[src/rtl/cfg_pkg.sv]
// cfg_pkg: shared constants and enums for the config video buffer writer.
package cfg_pkg;
  localparam int BUF_COLS = 40;
  localparam int BUF_ROWS = 23;
  typedef enum logic {CFG_OP_COPY = 1'b0, CFG_OP_FILL = 1'b1} cfg_op_t;
  typedef enum logic [1:0] {IDLE, ISSUE, DRAIN, DONE} cfg_wr_state_t;
endpackage

[src/rtl/cfg_valid_delay.sv]
// cfg_valid_delay: DEPTH-stage shift register of {valid, addr}; reset clears valids only.
module cfg_valid_delay #(
  parameter int DEPTH = 2,
  parameter int W = 10
) (
  input  logic         clk_i,
  input  logic         rst_i,
  input  logic         valid_i,
  input  logic [W-1:0] addr_i,
  output logic         valid_o,
  output logic [W-1:0] addr_o
);
  logic [DEPTH-1:0] v_q;
  logic [W-1:0]     a_q [DEPTH];
  always_ff @(posedge clk_i or posedge rst_i) begin
    if (rst_i) begin
      v_q <= '0;
    end else begin
      v_q[0] <= valid_i;
      for (int i = 1; i < DEPTH; i++) v_q[i] <= v_q[i-1];
    end
  end
  always_ff @(posedge clk_i) begin
    a_q[0] <= addr_i;
    for (int i = 1; i < DEPTH; i++) a_q[i] <= a_q[i-1];
  end
  assign valid_o = v_q[DEPTH-1];
  assign addr_o  = a_q[DEPTH-1];
endmodule

[src/rtl/cfg_buffer_writer.sv]
// cfg_buffer_writer: command-driven COPY/FILL writer for the 40x23 config video buffer.
module cfg_buffer_writer
  import cfg_pkg::*;
#(
  parameter int READ_LATENCY = 2
) (
  input  logic        clk_in,
  input  logic        rst_in,
  input  logic        cmd_valid_in,
  output logic        cmd_ready_out,
  input  logic        cmd_op_in,
  input  logic [11:0] cmd_src_in,
  input  logic [7:0]  cmd_fill_in,
  input  logic [4:0]  cmd_row_in,
  input  logic [5:0]  cmd_col_in,
  input  logic [5:0]  cmd_len_in,
  output logic [11:0] menu_addr_out,
  input  logic [7:0]  menu_tile_in,
  output logic        buf_write_valid_out,
  output logic [9:0]  buf_write_addr_out,
  output logic [7:0]  buf_write_data_out,
  output logic        busy_out,
  output logic        done_out,
  output logic        err_out
);
  cfg_wr_state_t state_q;
  cfg_op_t       op_q;
  logic [7:0]    fill_q;
  logic [9:0]    wa_q;
  logic [5:0]    rem_q;
  logic [11:0]   addr_q;
  logic          err_q;
  logic          bad, pv, fv;
  logic [6:0]    room;
  logic [5:0]    n;
  logic [9:0]    pa;
  always_comb begin
    bad  = cmd_row_in >= 5'(BUF_ROWS) || cmd_col_in >= 6'(BUF_COLS);
    room = 7'(BUF_COLS) - 7'(cmd_col_in);
    n    = 7'(cmd_len_in) < room ? cmd_len_in : room[5:0];
  end
  always_ff @(posedge clk_in or posedge rst_in) begin
    if (rst_in) begin
      state_q <= IDLE;
      op_q    <= CFG_OP_COPY;
      fill_q  <= '0;
      wa_q    <= '0;
      rem_q   <= '0;
      addr_q  <= '0;
      err_q   <= 1'b0;
    end else begin
      case (state_q)
        IDLE: if (cmd_valid_in) begin
          op_q    <= cfg_op_t'(cmd_op_in);
          fill_q  <= cmd_fill_in;
          wa_q    <= 10'(cmd_row_in) * 10'(BUF_COLS) + 10'(cmd_col_in);
          rem_q   <= n;
          err_q   <= bad;
          state_q <= (bad || n == 6'd0) ? DONE : ISSUE;
          if (cfg_op_t'(cmd_op_in) == CFG_OP_COPY) addr_q <= cmd_src_in;
        end
        ISSUE: if (rem_q == 6'd1) begin
          state_q <= op_q == CFG_OP_COPY ? DRAIN : DONE;
          rem_q   <= 6'(READ_LATENCY);
        end else begin
          rem_q  <= rem_q - 6'd1;
          wa_q   <= wa_q + 10'd1;
          addr_q <= op_q == CFG_OP_COPY ? addr_q + 12'd1 : addr_q;
        end
        DRAIN: if (rem_q == 6'd1) state_q <= DONE;
               else rem_q <= rem_q - 6'd1;
        DONE: begin
          state_q <= IDLE;
          err_q   <= 1'b0;
        end
        default: state_q <= IDLE;
      endcase
    end
  end
  // COPY elements wait READ_LATENCY cycles for their tile; FILL writes straight from the issue slot
  cfg_valid_delay #(.DEPTH(READ_LATENCY), .W(10)) u_dly (
    .clk_i  (clk_in),
    .rst_i  (rst_in),
    .valid_i(state_q == ISSUE && op_q == CFG_OP_COPY),
    .addr_i (wa_q),
    .valid_o(pv),
    .addr_o (pa)
  );
  always_comb begin
    fv                  = state_q == ISSUE && op_q == CFG_OP_FILL;
    buf_write_valid_out = pv | fv;
    buf_write_addr_out  = fv ? wa_q : pa;
    buf_write_data_out  = op_q == CFG_OP_FILL ? fill_q : menu_tile_in;
    menu_addr_out       = addr_q;
    cmd_ready_out       = state_q == IDLE;
    busy_out            = state_q != IDLE;
    done_out            = state_q == DONE;
    err_out             = state_q == DONE && err_q;
  end
endmodule

[config.mk]
export PLATFORM = sky130hd
export DESIGN_NAME = cfg_buffer_writer
export DESIGN_NICKNAME = d
export VERILOG_FILES = /design/src/rtl/cfg_pkg.sv /design/src/rtl/cfg_valid_delay.sv /design/src/rtl/cfg_buffer_writer.sv
export SDC_FILE = /design/constraint.sdc
export NUM_CORES = 1
export LEC_CHECK = 0
export CAP_MARGIN = 25
export CORE_UTILIZATION = 45
export DETAILED_ROUTE_END_ITERATION = 10
export PLACE_DENSITY = 0.83
export REMOVE_ABC_BUFFERS = 1
export SETUP_SLACK_MARGIN = 0.1
export SLEW_MARGIN = 30
export SYNTH_ARGS = -nofsm -noshare
export SYNTH_HDL_FRONTEND = slang
export SYNTH_SLANG_ARGS = --single-unit
[constraint.sdc]
create_clock -name clk_in -period 6.3 [get_ports clk_in]
set_clock_uncertainty 0.2 [all_clocks]
set_input_delay 1.26 -clock clk_in [delete_from_list [all_inputs] [get_ports clk_in]]
set_output_delay 1.26 -clock clk_in [all_outputs]
set_load 0.01 [all_outputs]
Yosys cells after proc, flatten, opt, wreduce, memory -nomap -nowiden
Memory sizes are Yosys's and may differ from the RTL's. Index checks and enable logic that the tools add are counted.

Register bits: 42. Bits in latches: 0. Memory bits (writable): 20. ROM bits: 0. Output and inout port bits: 35. Word-level logic and storage cells: 71. Memories kept: 1.

$add $sub $neg: 5. Multipliers: 1. Div/mod/pow operators: 0. Order comparisons: 3. Equality and inequality tests: 11. Shifts and indexed selects: 0. Muxes and demuxes: 23. Bitwise operators: 2. Reductions and logical operators: 17.

Memories: u_dly.a_q (depth 2, width 10, read ports 2, clocked after Yosys merged registers in 0, wr ports 2, line cfg_valid_delay.sv:14) `logic [W-1:0] a_q [DEPTH];`.

Operators by type and width (number): $mux 12 (4); $mux 10 (3); $mux 6 (4); $pmux 12 s2 (1); $pmux 10 s2 (1); $pmux 6 s3 (1); $ne 2x2->1 const B (7); $add 12x1->12 const B (1); $add 10x1->10 const B (1); $add 10x6->10 (1); $reduce_and 3->1 (3); $mux 2 (4); $mux 8 (1); $pmux 2 s4 (1); $lt 6x7->1 (1); $mul 5x3->7 const B (1); $sub 6x6->7 const A (1); $eq 6x1->1 const B (1); $ge 6x6->1 const B (1); $logic_not 6->1 (1); $reduce_bool 2->1 (3); $sub 6x1->6 const B (1); $ge 5x5->1 const B (1); $reduce_and 5->1 (1); 11 further kinds (17).

Longest topological paths before layout
Depth in word-level cells: 8. Gate-level depth with buffers: 10. Mapped depth without buffers: 10.

Hierarchy
Synthesis repeated with hierarchy kept, for this count alone.

Cell total of the unflattened synthesis: 413. Area total of the unflattened synthesis: 3861.2 um2.

Modules (own cells, without submodules): cfg_buffer_writer (instances 1, cells each 380, area each 3331.9 um2, seq. area each 1001.0 um2); cfg_valid_delay (instances 1, cells each 33, area each 529.3 um2, seq. area each 450.4 um2).

Least setup slack after synthesis
No wires, ideal clock.

Path type: input -> register. Start point: in cmd_col_in[1]. End point: reg rem_q[3]. Library setup time: 126 ps. Arrival: 3456 ps. Data required time: 5974 ps. Slack: 2518 ps. Stages on the path: 9. Buffers on the path: 0. Path through: or3_1 -> a21oi_1 -> xor2_1 -> inv_1 -> ha_1 -> and3_1 -> a221oi_2 -> nor4b_1 -> a311o_1.

Cells in the longest elaborated chain, start to end: 5.

Ends and longest elaborated chain: start: declaration (line cfg_buffer_writer.sv:15) `input logic [5:0] cmd_col_in,`; $sub 6x6->7 * (line cfg_buffer_writer.sv:39) `room = 7'(BUF_COLS) - 7'(cmd_col_in);`; $lt 6x7->1 (line cfg_buffer_writer.sv:40) `n = 7'(cmd_len_in) < room ? cmd_len_in : room[5:0];`; $mux 6 * (line cfg_buffer_writer.sv:40); $mux 6 * (line cfg_buffer_writer.sv:53) `IDLE: if (cmd_valid_in) begin`; $pmux 6 s3 * (line cfg_buffer_writer.sv:52) `case (state_q)`; end signal: assignment (line cfg_buffer_writer.sv:57) `rem_q <= n;`; end signal: assignment (line cfg_buffer_writer.sv:64) `rem_q <= 6'(READ_LATENCY);`; end signal: assignment (line cfg_buffer_writer.sv:66) `rem_q <= rem_q - 6'd1;`; end: declaration (line cfg_buffer_writer.sv:30) `logic [5:0] rem_q;`.

Every way passes the cells marked *; elsewhere a longest branch is shown, timed or not. The select of a mux whose other input is x is not followed. A chain may end at the register's enable or synchronous reset.

Worst setup path in the final report
Same ends and word-level chain as after synthesis.

==> flow_summary_export.csv <==
group,metric,value,unit
synthesis,ys_warn_count,0,
worst_hold_path,min-delay-start,"u_dly.a_q[0][8]$_DFF_P_",
global_routing,grt_pass1_vias,3372,
die,start_util,46.9,%
cts,clk_pin_slew,0.06,ns
timing,min_period,4.25,ns
route,firstDrtPassIters,6,
worst_setup_path,setup.worst_path.start,"cmd_col_in[1]",
timing,relSlewSlack,55.9,%
power,finalPower,2480,uW
worst_setup_path,r2r_start,"state_q[1]$_DFFE_PP0P_",
route,vias_per_cell,5.91,
synthesis,syn_area,3870,um^2
layout,diodes,0,
worst_setup_path,required,6.33,ns
synthesis,yosysTopAreaCell,"dfrtp_1",
route,antenna_left,0,
synthesis,synthArstFlopShare,67.7,%
power,p_sw,1060,uW
synthesis,synthAdderAreaFrac,8.47,%
cts,ctsHoldBuffers,0,
power,p_seq_share,31.7,%
synthesis,ys_top_cells_by_count,"dfrtp_1, a21oi_1, nand2_1",
cts,cts_tree,"built",
synthesis,synth_ff_type,"dfrtp_1",
synthesis,synth_top_family_by_area,"compound AO/OA/AOI/OAI gates",
timing,report.final.slew_viol_count,0,
power,swShare,42.8,%
die,die_h,94.8,um
die,die_area,8980,um^2
power,p_clk_share,12.5,%
synthesis,yosys.area_share.simple,17.3,%
cts,clockBufferDepth,2,
worst_setup_path,critPathLaunchType,"input port",
timing,rsz0062_at_grt,"false",
route,wl,9640,um
power,leakage,0.00202,uW
worst_setup_path,cp_max_fo,9,
layout,nNetsFinal,568,
timing,fin_setup_tns,0,ns
global_routing,grt_util_all_layers,22.3,%
power,powerDensity,501,nW/um^2
route,num_vias,3568,
cts,cts_resized,0,
timing,hold_viol,0,
synthesis,synth_compound_area_share,20.9,%
cts,cts_buffers,9,
global_routing,grt_pass1_wl,15600,um
route,drcViolationCount,0,
power,ir_drop,0.238,mV
worst_setup_path,crit_type,"in2reg",
synthesis,ys_top_cells_by_area,"dfrtp_1, dfxtp_1, mux2_2, ha_1, a21oi_1",
placed_design,numPortBuffers,83,
die,rows,33,
global_routing,antenna_found_initial,0,
cts,clock_sinks,62,
cts,cts_max_level,3,
route,drt_iter0_drc,379,
die,ios,84,
synthesis,synth-edff-count,0,
synthesis,synth-xor-area-share,2.26,%
die,fp.dieW,94.8,um
synthesis,synth_top_area_share,27.1,%
timing,tightest_slew,0.660,ns
power,combPwrFrac,55.8,%
synthesis,yosys-mux-area-fraction,10.2,%
run_status,status,"complete, no violations",
cts,cts-root-buf,"clkbuf_8",
timing,fmax,0.235,GHz
global_routing,grt_start_max_net_pins,44,
placed_design,dpl.hpwl,7220,um
worst_setup_path,end_kind,"flip-flop",
power,power.internal,1420,uW
layout,fill_cells,734,
flow_run,drv_cap,0,
global_routing,overflow,0,
layout,drive_gt1_share,11.6,%
layout,syn_to_final_growth,28.1,%
synthesis,ys_ff_latch,62,
placed_design,finalWeightedCongestion,0.914,
worst_setup_path,arrival,4.28,ns
synthesis,synth_most_common_cell,"dfrtp_1",
synthesis,ys_seq_area_share,37.5,%
worst_hold_path,hold_path.class,"reg2reg",
timing,setup_violations,0,
synthesis,synth_cell_types,70,
cts,cts_setup_buffers,0,
synthesis,avgSynthCellArea,9.35,um^2
route,avgRoutedWirePerCell,16.0,um
timing,final.period_utilization,67.4,%
die,coreArea,8260,um^2
cts,clock_latency,0.35,ns
synthesis,synthCells,414,
layout,ff_latch_area,1450,um^2
layout,multi_input_area,2290,um^2
-- placed cells by master (no fill, tap or decap), types with 3 or more instances in the layout --
cell and count:
a21o_1 3, a21oi_1 39, a22oi_1 3, and3_1 4, buf_4 3, clkbuf_8 10, clkdlybuf4s50_1 83, dfrtp_1 42
dfxtp_1 20, ha_1 23, inv_1 16, mux2_2 27, mux2i_1 9, nand2_1 34, nand2b_1 9, nand3_1 16
nand4_1 5, nor2_1 23, nor2b_1 4, nor3_1 8, o2111ai_1 5, o211ai_1 4, o21a_1 4, o21ai_0 21
o21ai_1 4, o22ai_1 10, o31ai_1 4, or4_1 3, xnor2_1 6, xor2_1 4
-- cell type report --
| cell class | count | share of cell area (%) |
|---|---|---|
| multi-input cells | 319 | 46.2 |
| flip-flops and latches | 62 | 29.3 |
| repair buffers | 86 | 17.2 |
| clock buffers | 12 | 2.93 |
| well taps | 105 | 2.65 |
| inverters | 16 | 1.21 |
| clock inverters | 4 | 0.580 |
-- metrics by stage --
stage          hold slack [ns]  setup slack, ns  cells  instance area [um^2]  util (%)
6_report                 0.127             2.05    604                  4960      60.1
5_1_grt                  0.137             1.89    604                  4960      60.1
4_1_cts                  0.128             2.12    604                  4960      60.0
3_5_place_dp             0.112             1.77    588                  4780      57.9
3_3_place_gp             0.110             1.86    588                  4780      57.9
2_1_floorplan            0.110             2.52    397                  3800         -
-- metal layers --
metal  wire, um  GRT usage, %
met3        663          4.59
met2       4540          36.8
met4        177          8.46
met5          0             0
met1       4260          28.7
-- registers in the layout, indices dropped and copies added, names as in the netlist --
name           cells
err_q              1
fill_q             8
menu_addr_out     12
op_q               1
rem_q              6
state_q            2
u_dly.a_q         20
u_dly.v_q          2
wa_q              10
-- critical path, stage by stage --
cell and delay (ns):
clkdlybuf4s50_1 0.48, or3_1 0.46, a21oi_1 0.20, xor2_1 0.24, inv_1 0.07, ha_1 0.32, and3_1 0.23, a221oi_2 0.54
nor4b_1 0.14, a311o_1 0.34
-- worst paths after layout --
path	end	slack, ns	cells past startpoint
worst max-delay path	rem_q[3]$_DFFE_PP0P_	2.05	10
worst min-delay path	u_dly.a_q[0][18]$_DFF_P_	0.13	0
worst max register to register	menu_addr_out[2]$_DFFE_PP0P_	3.17	6
worst min register to register	u_dly.a_q[0][18]$_DFF_P_	0.13	0
max in group asynchronous	rem_q[0]$_DFFE_PP0P_	4.37	3
min in group asynchronous	u_dly.v_q[0]$_DFF_PP0_	1.16	3
-- kinds of logic (layout without fill, tap and decap cells) --
kind of cell / after synthesis / after routing
AO/OA/AOI/OAI: 122 / 122
XOR/XNOR: 10 / 10
adder cells (fa/ha/maj): 25 / 25
buffers and inverters: 33 / 118
flip-flops: 62 / 62
multiplexers: 36 / 36
AND/OR/NAND/NOR: 126 / 126
-- power groups by stage --
stage	registers [uW]	logic, uW	clock network (uW)
after floorplan	752	891	0
after global placement	777	1330	0
after detailed placement	793	1370	0
after CTS	785	1380	318
after global routing	818	1520	333
final	788	1390	311
No activity file was read; power rests on OpenSTA's default activity.
